===== config.mk =====
export PLATFORM = sky130hd
export DESIGN_NAME = buttons_in
export DESIGN_NICKNAME = d
export VERILOG_FILES = /design/src/rtl/buttons_pkg.sv /design/src/rtl/buttons_in_debounce_bit.sv /design/src/rtl/buttons_in_leds.sv /design/src/rtl/buttons_in.sv
export SDC_FILE = /design/constraint.sdc
export NUM_CORES = 1
export LEC_CHECK = 0
export CAP_MARGIN = 20
export CORE_MARGIN = 4
export CORE_UTILIZATION = 35
export CTS_CLUSTER_DIAMETER = 50
export DETAILED_ROUTE_END_ITERATION = 10
export MAX_ROUTING_LAYER = met4
export PLACE_DENSITY = 0.5
export SLEW_MARGIN = 20
export SYNTH_ARGS = -nofsm -noshare
export SYNTH_HDL_FRONTEND = slang
export SYNTH_SLANG_ARGS = --single-unit

===== constraint.sdc =====
create_clock -name clk -period 2.1 [get_ports clk]
set_input_delay 0.63 -clock clk [delete_from_list [all_inputs] [get_ports clk]]
set_output_delay 0.63 -clock clk [all_outputs]
set_load 0.005 [all_outputs]

===== src/rtl/buttons_pkg.sv =====
// buttons_pkg: constants and helpers shared by the debounced button input path.
//   DEBOUNCE_10MS_12MHZ : 10 ms worth of 12 MHz board-clock cycles
//   LED_W               : number of board LEDs driven by the press counter
//   cnt_width()         : debounce counter width for a given cycle count (min 1)
package buttons_pkg;

    localparam int DEBOUNCE_10MS_12MHZ = 120000;
    localparam int LED_W               = 8;

    // Wide enough to hold DEBOUNCE_CYCLES-1; a 1-cycle debounce still needs a
    // 1-bit counter so the port widths never collapse to zero.
    function automatic int cnt_width(input int cycles);
        return (cycles > 1) ? $clog2(cycles) : 1;
    endfunction

endpackage


===== src/rtl/buttons_in_debounce_bit.sv =====
// debounce_bit: one button channel -- 2-flop synchroniser, stability counter,
// debounced level register and registered press/release pulses.
//   clk, rstn     : board clock, async active-low reset
//   din           : raw pin already normalised to pressed = 1 (asynchronous)
//   level         : debounced state, 1 = pressed
//   press_pulse   : one-cycle pulse in the cycle after level rises
//   release_pulse : one-cycle pulse in the cycle after level falls
//   toggle        : flips together with press_pulse
//   press_next    : combinational; high when press_pulse goes high at the next
//                   edge, lets the parent update counters in that same cycle
module debounce_bit
    import buttons_pkg::*;
#(
    parameter int DEBOUNCE_CYCLES = 4
) (
    input  logic clk,
    input  logic rstn,
    input  logic din,
    output logic level,
    output logic press_pulse,
    output logic release_pulse,
    output logic toggle,
    output logic press_next
);

    localparam int             CW      = cnt_width(DEBOUNCE_CYCLES);
    localparam logic [CW-1:0]  CNT_MAX = CW'(DEBOUNCE_CYCLES - 1);

    logic          s1, s2;
    logic [CW-1:0] cnt;
    logic          level_d;
    logic          release_next;

    // Synchroniser; reset value 0 reads as "not pressed".
    always_ff @(posedge clk or negedge rstn) begin
        if (!rstn) begin
            s1 <= 1'b0;
            s2 <= 1'b0;
        end else begin
            s1 <= din;
            s2 <= s1;
        end
    end

    // Any cycle where s2 agrees with the accepted level restarts the count, so
    // only an unbroken run of DEBOUNCE_CYCLES disagreeing cycles flips level.
    always_ff @(posedge clk or negedge rstn) begin
        if (!rstn) begin
            cnt   <= '0;
            level <= 1'b0;
        end else if (s2 == level) begin
            cnt   <= '0;
        end else if (cnt == CNT_MAX) begin
            cnt   <= '0;
            level <= ~level;
        end else begin
            cnt   <= cnt + CW'(1);
        end
    end

    assign press_next   = level & ~level_d;
    assign release_next = ~level & level_d;

    // Edge pulses are registered from the level/level_d pair, so they trail
    // the level change by one cycle.
    always_ff @(posedge clk or negedge rstn) begin
        if (!rstn) begin
            level_d       <= 1'b0;
            press_pulse   <= 1'b0;
            release_pulse <= 1'b0;
            toggle        <= 1'b0;
        end else begin
            level_d       <= level;
            press_pulse   <= press_next;
            release_pulse <= release_next;
            toggle        <= toggle ^ press_next;
        end
    end

endmodule


===== src/rtl/buttons_in_leds.sv =====
// buttons_leds: maps the 8-bit press counter onto the board LED pins D2..D9
// (D2 carries bit 0).
//   count  : counter value to display
//   d2..d9 : LED pin drives
module buttons_leds
    import buttons_pkg::*;
(
    input  logic [LED_W-1:0] count,
    output logic             d2,
    output logic             d3,
    output logic             d4,
    output logic             d5,
    output logic             d6,
    output logic             d7,
    output logic             d8,
    output logic             d9
);

    assign d2 = count[0];
    assign d3 = count[1];
    assign d4 = count[2];
    assign d5 = count[3];
    assign d6 = count[4];
    assign d7 = count[5];
    assign d8 = count[6];
    assign d9 = count[7];

endmodule


===== src/rtl/buttons_in.sv =====
// buttons_in: debounced push-button block. Normalises pin polarity, runs one
// debounce_bit per input and counts accepted presses on button 0.
//   clk, rstn   : board clock, async active-low reset
//   btn_raw     : raw unsynchronised pins
//   btn_level   : debounced state, 1 = pressed
//   btn_press   : one-cycle pulse per accepted press
//   btn_release : one-cycle pulse per accepted release
//   btn_toggle  : flips on each accepted press
//   press_count : wrapping count of accepted presses on bit 0 (drives LEDs)
module buttons_in
    import buttons_pkg::*;
#(
    parameter int N               = 4,
    parameter int DEBOUNCE_CYCLES = DEBOUNCE_10MS_12MHZ,
    parameter bit ACTIVE_LOW      = 1'b1
) (
    input  logic             clk,
    input  logic             rstn,
    input  logic [N-1:0]     btn_raw,
    output logic [N-1:0]     btn_level,
    output logic [N-1:0]     btn_press,
    output logic [N-1:0]     btn_release,
    output logic [N-1:0]     btn_toggle,
    output logic [LED_W-1:0] press_count
);

    logic [N-1:0]     pressed;
    logic [N-1:0]     press_next;
    logic [LED_W-1:0] cnt;
    logic             d2, d3, d4, d5, d6, d7, d8, d9;

    assign pressed = btn_raw ^ {N{ACTIVE_LOW}};

    for (genvar i = 0; i < N; i++) begin : g_bit
        debounce_bit #(
            .DEBOUNCE_CYCLES(DEBOUNCE_CYCLES)
        ) u_bit (
            .clk          (clk),
            .rstn         (rstn),
            .din          (pressed[i]),
            .level        (btn_level[i]),
            .press_pulse  (btn_press[i]),
            .release_pulse(btn_release[i]),
            .toggle       (btn_toggle[i]),
            .press_next   (press_next[i])
        );
    end

    // Advances on the same edge that raises btn_press[0].
    always_ff @(posedge clk or negedge rstn) begin
        if (!rstn)              cnt <= '0;
        else if (press_next[0]) cnt <= cnt + LED_W'(1);
    end

    buttons_leds u_leds (
        .count(cnt),
        .d2(d2), .d3(d3), .d4(d4), .d5(d5),
        .d6(d6), .d7(d7), .d8(d8), .d9(d9)
    );

    assign press_count = {d9, d8, d7, d6, d5, d4, d3, d2};

endmodule


==> results of run 1 <==
==> per-layer routing <==
layer,track usage,wire length [µm],vias up
li1,-,-,1535
met1,0.154,4080,1471
met2,0.180,3820,67
met3,0.0292,332,11
met4,0.0542,138,0
met5,-,0,-
==> how the worst min path moves through the flow <==
stage	start	slack, ps	end	cells after the start
2_1_floorplan	rstn	330	cnt[0]	0
3_3_place_gp	g_bit[0].u_bit.s1	340	g_bit[0].u_bit.s2	0
3_5_place_dp	g_bit[0].u_bit.s1	330	g_bit[0].u_bit.s2	0
4_1_cts	rstn	250	g_bit[2].u_bit.cnt[9]	2
6_report	rstn	250	g_bit[2].u_bit.cnt[11]	2
5_1_grt	rstn	270	g_bit[2].u_bit.cnt[10]	2
==> kinds of logic (layout without fill, tap and decap cells) <==
| kind of cell | after synthesis | in the layout | share of synthesized area |
|---|---|---|---|
| xor+xnor | 70 | 70 | 0.129 |
| flops | 104 | 104 | 0.548 |
| mux | 5 | 5 | 0.0119 |
| fa+ha+maj | 5 | 5 | 0.0132 |
| compound gates | 14 | 14 | 0.0269 |
| buf+inv | 41 | 69 | 0.0543 |
| simple gates | 204 | 204 | 0.217 |
==> cell type report <==
cell class / instances / area share
Sequential cell: 104 / 0.472
Multi-Input combinational cell: 298 / 0.343
Timing Repair Buffer: 41 / 0.0753
Clock buffer: 12 / 0.0483
Tap cell: 176 / 0.0399
Clock inverter: 4 / 0.0134
Inverter: 12 / 0.00817
==> power groups by stage <==
stage                     Clock, W  Combinational [W]  Sequential [W]
final                      0.00187           0.000130         0.00205
after global routing       0.00201           0.000153         0.00206
after CTS                  0.00193           0.000136         0.00205
after detailed placement         0           0.000136         0.00209
after global placement           0           0.000134         0.00209
after floorplan                  0          0.0000579         0.00208
==> cell usage in the layout, fill, tap and decap left out, drive strengths merged, types with 5 or more instances in the layout <==
master and instances:
nand4 22, nor4 14, nor3 13, and3 7, dfrtp 104, clkbuf 12
nand3 24, clkdlybuf4s50 28, mux2 5, inv 13, nor2b 8, nor2 73
and4 5, ha 5, a21oi 5, xor2 25, buf 13, nand2 22
xnor2 45
==> stage by stage <==
stage	power, W	setup slack [ps]
floorplan	0.00214	189
global placement	0.00222	224
detailed placement	0.00223	197
CTS	0.00412	92.6
global route	0.00422	15.4
finish	0.00405	139
==> metrics.csv, run 1 <==
stage,metric,value,unit
cts,CTS tree,yes,
critical_path,Critical path destination,btn_level[0],
cts,Num CTS Buffers,9,
global_routing,pin count of the biggest net entering global routing,68,
logic_synthesis,Syn Area/Cell,10.7,µm²
cts,Root Buffer,clkbuf_16,
pwr,Switching Share,0.205,
sta,setup TNS,0,ps
layout,Final Cell Area,0.00551,mm²
logic_synthesis,Yosys top cell by area,dfrtp_1,
drt,average wire per standard cell,12.9,µm
global_routing,initial antenna violation count,0,
cts,Hold Buf Count CTS,0,
global_routing,GRT Total Usage,0.120,
cts,H-tree levels,3,
cts,Max Buffers Root-to-Sink,2,
logic_synthesis,most frequent cell after synthesis,dfrtp_1,
critical_path,Worst path slowest cell,clkdlybuf4s50_1,
logic_synthesis,"Primary FF master, synth",dfrtp_1,
critical_path,Critical Path Source,g_bit[0].u_bit.level,
cts,Clock Pin Slew Worst Setup and Hold Paths,70,ps
critical_path,r2r startpoint,g_bit[1].u_bit.cnt[0],
logic_synthesis,Unique masters post-synth,34,
run,MaxCap Viol Count,0,
critical_path,critical path depth,1,
cts,Skew-Pair Late Insertion Delay,340,ps
critical_path,arrival time at the worst endpoint,1330,ps
die,Die Wd,125,µm
critical_path,CP max stage delay,560,ps
critical_path,CP cell instances,clkdlybuf4s50_1,
die,Initial Utilization,0.359,
drt,final WL,8.38,mm
drt,Detailed Routing Iterations Pass 1,4,
pwr,Pleak,2.34,nW
cts,postcts setup bufs,0,
logic_synthesis,Syn Std Cell Area,0.00475,mm²
pwr,power per cell area,735,mW/mm²
critical_path,startpoint types,register,
cts,post-cts sizing count,0,
die,area of the die,0.0155,mm²
logic_synthesis,Area contributors post-synth,"dfrtp_1 (55%), xnor2_1 (8.3%), nor2_1 (5.8%), xor2_1 (4.6%), buf_4 (4.0%)",
layout,Layout Utilization,0.416,
layout,Seq. cell area,0.00260,mm²
critical_path,Crit path max-delay family,buffers and inverters,
critical_path,CP Max Fanout,6,
logic_synthesis,Post-synth EDFFs,0,
die,IO Pins,30,
pwr,Psw,0.000831,W
layout,max reg flops,68,
critical_path,Reg2Reg Depth,5,
global_routing,vias in the first global route,3104,
sta,RSZ-0062 raised after global routing,no,
cts,clock sink total,104,
logic_synthesis,syn nets,454,
pwr,Max IR drop VDD,0.000392,V
critical_path,CP Class,register to output port,
layout,Non-Filler Instances,647,
critical_path,worst r2r dst,g_bit[1].u_bit.level,
layout,fill cell count,1260,
sta,Fin. Hold Viols,0,
drt,vias per inst,4.77,
run_status,status,"complete, no violations",
placement,Placed Cells,631,
die,area of the core,0.0132,mm²
die,chip height,125,µm
sta,relative slew slack,0.597,
logic_synthesis,Yosys top cell area share,0.548,
layout,Largest regs,"g_bit.u_bit.cnt: 68 flops, cnt: 8 flops",
layout,NumNets Final,477,
sta,Slew Limit Fails,0,
pwr,Seq pwr share,0.507,
sta,Worst Tran Pin Value,599,ps
pwr,Gate power share,0.032,
drt,1st-iter DRT viols,183,
global_routing,first-pass GRT wire length,14.9,mm
global_routing,grt total ovfl,0,
critical_path,CP Capture Type,output port,
die,# rows,42,
logic_synthesis,Synth top cells by count,"dfrtp_1 (104), nor2_1 (73), xnor2_1 (45)",
critical_path,flop-to-flop setup slack,180,ps
placement,DP HPWL,5.73,mm
drt,ANT nets after route,0,
logic_synthesis,post-synthesis cell count,443,
sta,final worst path period share,0.934,
drt,Vias,3084,
drt,drc violations,0,
logic_synthesis,Ys Warns,0,
placement,Port Buffer Count,29,
logic_synthesis,#FFs+latches synth,104,
layout,Diodes inserted,0,
layout,fraction of layout cells with a size suffix above 1,0.0913,
placement,DP Area,0.00517,mm²
critical_path,CP Data Required Time,1470,ps
sta,crit path time final,1960,ps
sta,final setup fails,0,
layout,Layout area overhead,16.1,%
layout,largest register by flop count,g_bit.u_bit.cnt,
critical_path,WP buf/inv,1,
hold_path,Hold Path Class,input port to asynchronous set/reset pin,
pwr,clock share of power,0.461,
layout,footprint of the multi-input gates,0.00189,mm²
sta,Peak Freq,0.510,GHz
logic_synthesis,post-synthesis async set-or-reset flop share,1.00,
pwr,Internal,0.00322,W
logic_synthesis,"Seq/Total Area, Yosys",0.548,
sta,Clock Skew,5.54,ps
sta,final hold slack,255,ps
placement,GPL Wtd Cong,0.837,
Power figures use the tool's default switching activity.
==> run 2, diff against run 1 <==
Settings changed: DONT_BUFFER_PORTS from default to 1, PLACE_DENSITY 0.5 to 0.47.
==> run 2 against run 1 <==
The flow now finishes with violations (negative hold slack). Die area unchanged. First-iteration DRC count is 12% lower. Sequential share of layout area increased by 3.1 points. Register-to-register slack is essentially flat. Cell count shrank 4.5%. Wire length is 1.6% higher. Clock skew is 0.59 ps lower. Worst setup slack improved by 42 ps. Largest cell class unchanged. Highest routed layer unchanged.
==> metrics.csv, run 2 (synthesis gave the netlist of run 1 again) <==
stage,metric,value,unit,change
cts,post-cts sizing count,0,,unchanged
hold_path,Hold Path Class,input port to asynchronous set/reset pin,,
drt,Vias,2987,,-3.1%
layout,Largest regs,"g_bit.u_bit.cnt: 68 flops, cnt: 8 flops",,
cts,Skew-Pair Late Insertion Delay,350,ps,about the same
sta,Worst Tran Pin Value,641,ps,+41.9 ps
sta,setup TNS,0,ps,unchanged
die,Initial Utilization,0.359,,unchanged
critical_path,Reg2Reg Depth,4,,-1
drt,vias per inst,4.83,,+1.4%
global_routing,grt total ovfl,0,,unchanged
pwr,Pleak,2.21,nW,-5.5%
layout,NumNets Final,448,,-6.1%
cts,Clock Pin Slew Worst Setup and Hold Paths,70,ps,about the same
pwr,Internal,0.00313,W,-2.8%
die,area of the core,0.0132,mm²,unchanged
die,Die Wd,125,µm,unchanged
critical_path,flop-to-flop setup slack,180,ps,about the same
sta,crit path time final,1920,ps,-42.3 ps
run,MaxCap Viol Count,0,,unchanged
layout,Layout area overhead,8.82,%,
critical_path,CP Max Fanout,5,,-1
layout,"commonest non-fill, non-tap cell in the layout",dfrtp_1,,
sta,RSZ-0062 raised after global routing,no,,
sta,Fin. Hold Viols,104,,+104
sta,Slew Limit Fails,0,,unchanged
cts,H-tree levels,3,,unchanged
placement,DP HPWL,5.68,mm,-0.98%
sta,final worst path period share,0.914,,-0.0201
global_routing,GRT Total Usage,0.124,,+0.00372
critical_path,CP Class,register to register,,
sta,final hold slack,-22.5,ps,-277 ps
drt,average wire per standard cell,13.8,µm,+6.4%
die,chip height,125,µm,unchanged
sta,relative slew slack,0.569,,-0.0282
pwr,Pwr Total,0.00392,W,-3.2%
placement,pre-CTS WS,169,ps,-28.7 ps
pwr,Psw,0.000793,W,-4.6%
sta,Clock Skew,4.95,ps,-0.590 ps
layout,Non-Filler Instances,618,,-4.5%
sta,final setup fails,0,,unchanged
pwr,clock share of power,0.458,,-0.003
pwr,Max IR drop VDD,0.000357,V,-8.9%
pwr,Gate power share,0.019,,-0.013
critical_path,arrival time at the worst endpoint,2160,ps,+830 ps
global_routing,vias in the first global route,3048,,-1.8%
pwr,Switching Share,0.202,,-0.00300
drt,drc violations,0,,unchanged
pwr,Seq pwr share,0.523,,+0.016
cts,Num CTS Buffers,9,,unchanged
cts,postcts setup bufs,0,,unchanged
drt,final WL,8.51,mm,+1.6%
placement,GPL Wtd Cong,0.782,,-6.5%
global_routing,pin count of the biggest net entering global routing,105,,+54%
run_status,failing checks,negative hold slack,,
placement,Port Buffer Count,0,,-100%
layout,Diodes inserted,0,,unchanged
critical_path,CP Data Required Time,2340,ps,+870 ps
die,# rows,42,,unchanged
die,area of the die,0.0155,mm²,unchanged
layout,max reg flops,68,,unchanged
layout,largest register by flop count,g_bit.u_bit.cnt,,
sta,Peak Freq,0.521,GHz,+2.2%
layout,fraction of layout cells with a size suffix above 1,0.0950,,+0.00373
layout,most frequent cells in the layout,"dfrtp_1 (104), nor2_1 (73), xnor2_1 (45), xor2_1 (25), nand3_1 (24)",,
layout,Layout Utilization,0.390,,-0.0260
sta,fin worst setup slack,181,ps,+42.3 ps
pwr,power per cell area,759,mW/mm²,+3.3%
die,IO Pins,30,,unchanged
cts,CTS tree,yes,,
drt,1st-iter DRT viols,161,,-12%
drt,ANT nets after route,0,,unchanged
critical_path,CP Capture Type,register,,
cts,Root Buffer,clkbuf_16,,
global_routing,initial antenna violation count,0,,unchanged
drt,Detailed Routing Iterations Pass 1,4,,unchanged
cts,clock sink total,104,,unchanged
global_routing,first-pass GRT wire length,15.1,mm,+1.2%
placement,Placed Cells,602,,-4.6%
run_status,status,"finished, violations left",,
critical_path,startpoint types,register,,
cts,Max Buffers Root-to-Sink,2,,unchanged
run 2: power by group through the flow:
| stage | Clock (W) | Sequential (W) | Combinational (W) |
|---|---|---|---|
| finish | 0.00180 | 0.00205 | 0.0000733 |
| global route | 0.00197 | 0.00205 | 0.0000852 |
| CTS | 0.00188 | 0.00205 | 0.0000762 |
| detailed placement | 0 | 0.00209 | 0.0000755 |
| global placement | 0 | 0.00209 | 0.0000739 |
| floorplan | 0 | 0.00208 | 0.0000579 |
run 2: final timing paths:
path,start,to
max,g_bit[0].u_bit.cnt[6],g_bit[0].u_bit.level
min,rstn,g_bit[2].u_bit.cnt[13]
max reg2reg,g_bit[0].u_bit.cnt[6],g_bit[0].u_bit.level
min reg2reg,g_bit[2].u_bit.s1,g_bit[2].u_bit.s2
max in group asynchronous,rstn,g_bit[3].u_bit.cnt[12]
min in group clk,btn_raw[3],g_bit[3].u_bit.s1
run 2: critical path, stage by stage (launching register included):
cell,delay [ps]
dfrtp_1,430
or4b_1,480
or4_4,450
nor2_1,120
mux2_2,330
run 2: per-layer routing:
metal / vias to the layer above / part of all wire / global-route usage / wire length [µm]
li1: 1477 / - / - / -
met1: 1451 / 0.49 / 0.162 / 4180
met2: 49 / 0.45 / 0.179 / 3800
met3: 10 / 0.048 / 0.0442 / 410
met4: 0 / 0.015 / 0.0406 / 126
met5: - / 0 / - / 0
run 2: layout make-up:
| type | instances | area (µm²) |
|---|---|---|
| inverter | 12 | 45.0 |
| tap | 176 | 220 |
| multi-input combinational | 298 | 1890 |
| clock inverter | 6 | 82.6 |
| clock buffer | 10 | 239 |
| sequential | 104 | 2600 |
| timing repair buffer | 12 | 90.1 |
| fill | 1328 | 8070 |
run 2: through the flow:
step                      cell area (µm²)  hold slack (ps)
after global placement               4850              332
after global routing                 5170            -53.6
after detailed placement             4850              339
final                                5170            -22.5
after floorplan                      4750              331
after CTS                            5170            -43.7
